===== config.mk =====
export PLATFORM = sky130hd
export DESIGN_NAME = lock_key_loader
export DESIGN_NICKNAME = d
export VERILOG_FILES = /design/src/rtl/lock_key_pkg.sv /design/src/rtl/crc8_byte_update.sv /design/src/rtl/lock_key_loader.sv
export SDC_FILE = /design/constraint.sdc
export NUM_CORES = 1
export LEC_CHECK = 0
export ABC_AREA = 1
export CAP_MARGIN = 20
export CORE_ASPECT_RATIO = 0.5
export CORE_MARGIN = 1
export CORE_UTILIZATION = 40
export CTS_CLUSTER_SIZE = 10
export DETAILED_ROUTE_END_ITERATION = 8
export PLACE_DENSITY = 0.75
export SLEW_MARGIN = 20
export SYNTH_ARGS = -nofsm -noshare
export SYNTH_HDL_FRONTEND = slang
export SYNTH_HIERARCHICAL = 1
export SYNTH_SLANG_ARGS = --single-unit

===== constraint.sdc =====
create_clock -name clk -period 1.4 [get_ports clk]
set_clock_uncertainty 0.15 [all_clocks]
set_input_delay 0.21 -clock clk [delete_from_list [all_inputs] [get_ports clk]]
set_output_delay 0.21 -clock clk [all_outputs]
set_load 0.03 [all_outputs]

===== src/rtl/lock_key_pkg.sv =====
// Shared constants and FSM state type for the logic-locking key loader.
package lock_key_pkg;

  localparam int unsigned KEY_W         = 53;
  localparam int unsigned NUM_KEY_BYTES = 7;
  localparam logic [7:0]  CRC8_POLY     = 8'h07;
  localparam logic [7:0]  CRC8_INIT     = 8'h00;

  typedef enum logic [2:0] {
    ST_IDLE,
    ST_LOAD,
    ST_CHECK,
    ST_ARMED,
    ST_ERROR
  } state_t;

endpackage


===== src/rtl/crc8_byte_update.sv =====
// One-byte CRC-8 step: MSB-first, no reflection, no final XOR.
module crc8_byte_update
  import lock_key_pkg::*;
(
  input  logic [7:0] crc_in,
  input  logic [7:0] data_in,
  output logic [7:0] crc_out
);

  logic [7:0] c;

  always_comb begin
    c = crc_in ^ data_in;
    for (int unsigned i = 0; i < 8; i++) begin
      c = c[7] ? ({c[6:0], 1'b0} ^ CRC8_POLY) : {c[6:0], 1'b0};
    end
    crc_out = c;
  end

endmodule


===== src/rtl/lock_key_loader.sv =====
// Loads a CRC-protected key byte stream and drives the locked netlist's key
// inputs only once the whole key has been checked.
module lock_key_loader
  import lock_key_pkg::*;
#(
  parameter int unsigned KEY_W         = lock_key_pkg::KEY_W,
  parameter int unsigned NUM_KEY_BYTES = lock_key_pkg::NUM_KEY_BYTES
) (
  input  logic             clk,
  input  logic             rst_n,
  input  logic             start,
  input  logic             zeroize,
  input  logic             in_valid,
  input  logic [7:0]       in_data,
  output logic             in_ready,
  output logic [KEY_W-1:0] key_out,
  output logic             key_valid,
  output logic             busy,
  output logic             error
);

  localparam int unsigned CNT_W   = $clog2(NUM_KEY_BYTES + 1);
  localparam int unsigned STAGE_W = 8 * NUM_KEY_BYTES;

  state_t             state;
  logic [CNT_W-1:0]   cnt;
  logic [7:0]         crc;
  logic [7:0]         crc_next;
  logic [STAGE_W-1:0] staging;
  logic               crc_ok;
  logic               do_load;
  logic               accept;

  crc8_byte_update u_crc (
    .crc_in  (crc),
    .data_in (in_data),
    .crc_out (crc_next)
  );

  assign do_load = start && (state != ST_CHECK);
  assign accept  = in_valid && in_ready;

  always_ff @(posedge clk) begin
    if (!rst_n || zeroize) begin
      state     <= ST_IDLE;
      cnt       <= '0;
      crc       <= CRC8_INIT;
      staging   <= '0;
      crc_ok    <= 1'b0;
      key_out   <= '0;
      key_valid <= 1'b0;
      error     <= 1'b0;
      in_ready  <= 1'b0;
      busy      <= 1'b0;
    end else if (do_load) begin
      // start also restarts an in-progress load; a byte on this edge is dropped
      state     <= ST_LOAD;
      cnt       <= '0;
      crc       <= CRC8_INIT;
      staging   <= '0;
      crc_ok    <= 1'b0;
      key_out   <= '0;
      key_valid <= 1'b0;
      error     <= 1'b0;
      in_ready  <= 1'b1;
      busy      <= 1'b1;
    end else begin
      case (state)
        ST_LOAD: begin
          if (accept) begin
            if (cnt != CNT_W'(NUM_KEY_BYTES)) begin
              // shifting in from the top leaves beat 0 in staging[7:0]
              staging <= {in_data, staging[STAGE_W-1:8]};
              crc     <= crc_next;
              cnt     <= cnt + 1'b1;
            end else begin
              crc_ok   <= (in_data == crc);
              state    <= ST_CHECK;
              in_ready <= 1'b0;
            end
          end
        end
        ST_CHECK: begin
          busy  <= 1'b0;
          state <= crc_ok ? ST_ARMED : ST_ERROR;
          error <= !crc_ok;
        end
        ST_ARMED: begin
          // commit one cycle after entering ARMED; padding bits are dropped here
          if (!key_valid) begin
            key_out   <= staging[KEY_W-1:0];
            key_valid <= 1'b1;
          end
        end
        default: ;
      endcase
    end
  end

endmodule

Word level (Yosys, flattened, before mapping)
Cells that the tools add are included.
{ "word_totals": {"word_cells": 70, "reg_bits": 128} }
{ "classes": {"addsub": 1, "reduce_logical": 17, "bitwise_logic": 11, "n_eq_ne": 11, "n_mux": 19} }
{ "ops": {"columns": ["op", "count"], "rows": [
  ["$mux 3", 11],
  ["$not 3->3", 8],
  ["$reduce_and 3->1", 5],
  ["$ne 3x3->1 const B", 3],
  ["$eq 8x8->1", 1],
  ["$reduce_bool 2->1", 4],
  ["$xor 8x8->8", 1],
  ["$mux 1", 7],
  ["$eq 3x2->1 const B", 2],
  ["$ne 2x2->1 const B", 3],
  ["$pmux 3 s2", 1],
  ["$add 3x1->3 const B", 1],
  ["$eq 3x1->1 const B", 1],
  ["$ne 3x2->1 const B", 1],
  ["$reduce_bool 3->1", 1],
  ["$logic_and 1x1->1", 2],
  ["$logic_not 1->1", 2],
  ["$not 1->1", 2],
  ["$reduce_and 2->1", 1],
  ["$reduce_or 2->1", 1],
  ["$logic_or 1x1->1", 1]
]} }

Logic depth before layout (Yosys ltp)
{ "depth": {"word_depth": 17, "ltp_mapped": 11, "mapped_depth_nobuf": 11} }

Cells and area by module
The synthesis kept the hierarchy.
{ "modules_own_cells": {"columns": ["mod", "area_each_um2", "cells_each", "seq_area_each_um2", "instances"], "rows": [
  ["lock_key_loader", 4670.7, 593, 2562.5, 1],
  ["crc8_byte_update", 362.8, 81, 0.0, 1]
]} }

Least setup slack after synthesis
No wires, ideal clock.
{ "synth_timing": {"path_type": "register -> register", "from": "register cnt[0]", "to": "register crc[2]", "path_slack_ns": -0.162, "stages_incl_launch_ff": 8, "t_arrival_ns": 1.296, "cell_sequence": "dfxtp_1 ha_1 ha_1 nor2_1 nand2_2 clkbuf_1 o21ai_0 nor2_1"} }
{ "synth_between": {"elab_chain_len": 2} }
{ "synth_lines": {"columns": ["item", "line_no", "text"], "rows": [
  ["start, declared", "lock_key_loader.sv:26", "logic [CNT_W-1:0] cnt;"],
  ["start signal, assigned", "lock_key_loader.sv:75", "cnt <= cnt + 1'b1;"],
  ["$ne 3x3->1", "lock_key_loader.sv:71", "if (cnt != CNT_W'(NUM_KEY_BYTES)) begin"],
  ["$reduce_and 3->1 (no source line)", null, null],
  ["end signal, assigned", "lock_key_loader.sv:74", "crc <= crc_next;"],
  ["end, declared", "lock_key_loader.sv:27", "logic [7:0] crc;"]
]} }
No other way between the ends.
A chain may end at the register's enable or synchronous reset.

Worst setup path in the final report
{ "layout_timing": {"from": "register state[0]", "to": "register staging[16]"} }
{ "layout_between": {"elab_chain_len": 3} }
{ "layout_lines": {"columns": ["item", "line_no", "text"], "rows": [
  ["start, declared", "lock_key_loader.sv:25", "state_t state;"],
  ["start signal, assigned", "lock_key_loader.sv:85", "state <= crc_ok ? ST_ARMED : ST_ERROR;"],
  ["$ne 3x2->1", "lock_key_loader.sv:40", "assign do_load = start && (state != ST_CHECK);"],
  ["$logic_and 1x1->1", "lock_key_loader.sv:40", null],
  ["$reduce_or 2->1 (no source line)", null, null],
  ["end signal, assigned", "lock_key_loader.sv:73", "staging <= {in_data, staging[STAGE_W-1:8]};"],
  ["end, declared", "lock_key_loader.sv:29", "logic [STAGE_W-1:0] staging;"]
]} }
Several ways; a longest one is shown, not always the timed one.

==> metrics <==
Root Driver=clkbuf_16; final core occ=63.9%; crit path kind=reg -> reg; clock latency on the worst-skew pair=0.42 ns; Worst Slack Setup Final=-0.255 ns; crit end category=flip-flop; crit-path leading delay family=simple AND/OR/NAND/NOR gates; max incr delay on CP=approximately 0.37 ns; Synth Flop Type=dfxtp_1; CTS tree=done; row cnt=28; setup total negative slack=-15.80 ns; diodes inserted=0; number of global-route vias before repair=4276; register bit count reported by yosys=128; Cells after Synth=between 600 and 700; Total GRT Usage=20.2%; HPWL after detailed placement=8030 µm; number of flops mapped to enable cells by yosys=0; most common cell after layout, fill and taps aside=nand2_1; Slowest cell on crit path=dfxtp_2; Max clock buf depth=2; GP Congestion=0.831; PwrDens=1120 nW/µm²; DRC Markers=0; Overflow after GRT=0; I/O pin count=70; Core ar.=12100 µm²; f_max=0.604 GHz; htree depth=4; worst hold slack=0.0875 ns; worst min path class=in -> reg; status=finished, violations left; DRT antenna net count=0; first-pass GRT wire length=20600 µm; largest net degree at the start of global routing=40; critical-path cell list=inv_1 -> nor3_4 -> nand2_8 -> clkinv_8 -> clkbuf_16 -> nor2_1 -> nor2_1; mapped cell area=5030 µm²; Max Slew Vio Count=0; most frequent cells in the layout=nand2_1 (152), nor2_1 (126), dfxtp_1 (120), buf_4 (65), a21oi_2 (46); final period utilization=118%; share of cells above drive strength 1=37.1%; Final Setup Violations=125; Tmin final=1.65 ns; via count=4961; async set-or-reset flop fraction in the synthesized netlist=0%; Syn-to-layout area delta=53.1%; worst vdd ir=767 µV; Detailed Route WL=approximately 16000 µm; actual slew at the worst max-slew pin=0.324 ns; antenna violations before repair=0; Design Power=a little under 9 mW; Place WS=-0.546 ns; P_leak=between 2 and 3 nW; mean routed wirelength per cell=15.9 µm; CP max FO=9; TritonCTS buffer count=17; Die X=between 150 and 200 µm; die area=13100 µm²; most frequent CP cell=nor2_1; violated checks=negative setup slack; Avg Synthesized Cell Area=7.47 µm²; Critical Path AT=1.84 ns; initial drt markers=333; 1st-pass router iterations=8; Rel. slew slack=78.3%; synth warn=6; RSZ-0062 raised after global routing=true; vias per std cell=between 5 and 6; Synthesized Nets=689; Worst EP required=1.59 ns; Worst Setup Start Kind=flip-flop; CP bufs+invs=3; sequential-to-total area share from yosys stat=50.9%; clock-pin slew on the worst setup and hold paths=0.06 ns; Hold Vio Cnt, Final=0; Starting Density=between 40% and 50%; Post-layout nets=810; fillers=920; Port Buffers=69; CTS sink count=128; post-synth cell types=24; Die Y=81.3 µm; Max-Cap Viols=0
==> worst min-delay path: cells and delay by family <==
family,cells,cell delay [ns]
buf+inv,1,0.21
compound gates,1,0.16
simple gates,1,0.03
==> per-stage QoR <==
step / instance area [µm²] / std cells
CTS: 6990 / 955
global placement: 6220 / 919
global route: 7700 / 973
detailed placement: 6220 / 919
floorplan: 5110 / 674
finish: 7700 / 973
==> synth_stat cells, types with 8 or more instances <==
cell type / number / share of area (%)
a21oi_1: 61 / 6.1
buf_2: 9 / 0.89
buf_6: 12 / 2.7
clkbuf_1: 9 / 0.67
dfxtp_1: 128 / 51
inv_1: 28 / 2.1
nand2_1: 182 / 14
nand2_2: 8 / 0.99
nand3_1: 8 / 0.80
nor2_1: 133 / 9.9
o21ai_0: 64 / 6.4
xnor2_1: 8 / 1.4
==> cell families after synthesis <==
group	Yosys count	synth area share, %
flip-flops	128	50.9
XOR/XNOR	12	2.09
AND/OR/NAND/NOR	335	26.0
AO/OA/AOI/OAI	130	13.0
buffers and inverters	67	7.48
adder cells (fa/ha/maj)	2	0.497
==> worst paths after layout <==
kind                     from           to  slack, ns  depth (start not counted)
setup / recovery     state[0]  staging[16]      -0.25                          7
hold / removal     in_data[7]  staging[55]       0.09                          3
setup reg to reg     state[0]  staging[16]      -0.25                          7
hold reg to reg   key_out[40]  key_out[40]       0.31                          2
==> registers in the layout (all words and copies together) (netlist names) <==
register,flops
error,1
key_out,53
cnt,3
busy,1
in_ready,1
state,3
crc_ok,1
staging,56
key_valid,1
crc,8
==> power breakdown <==
| part | switching [mW] | internal (mW) |
|---|---|---|
| logic | 0.255 | 0.211 |
| clock network | 1.68 | 2.84 |
| registers | 0.00690 | 3.65 |
| total | 1.95 | 6.70 |
==> per-layer routing <==
metal / vias up / global-route usage (%) / part of all wire [%]
met2: 188 / 34.5 / 50
met1: 2345 / 25.4 / 42
met4: 0 / 7.52 / 1.8
met5: - / 0 / 0
li1: 2396 / - / -
met3: 32 / 4.19 / 6.4
==> what timing repair did <==
item	CTS	global route
pin swaps	1	5
hold buffers	0	0
setup buffers	1	4
gates resized for setup	175	113
endpoints found under the setup margin	138	126
cloned	3	14
==> area by class of cell <==
type                       count  area [µm²]  area share, %
clock buffer                  18         439           5.70
multi-input combinational    479        2570           33.4
timing repair buffer         138        1610           20.8
sequential                   128        2570           33.4
tap                          165         206           2.68
clock inverter                14         165           2.14
inverter                      31         139           1.80
No activity file was read; power rests on OpenSTA's default activity.
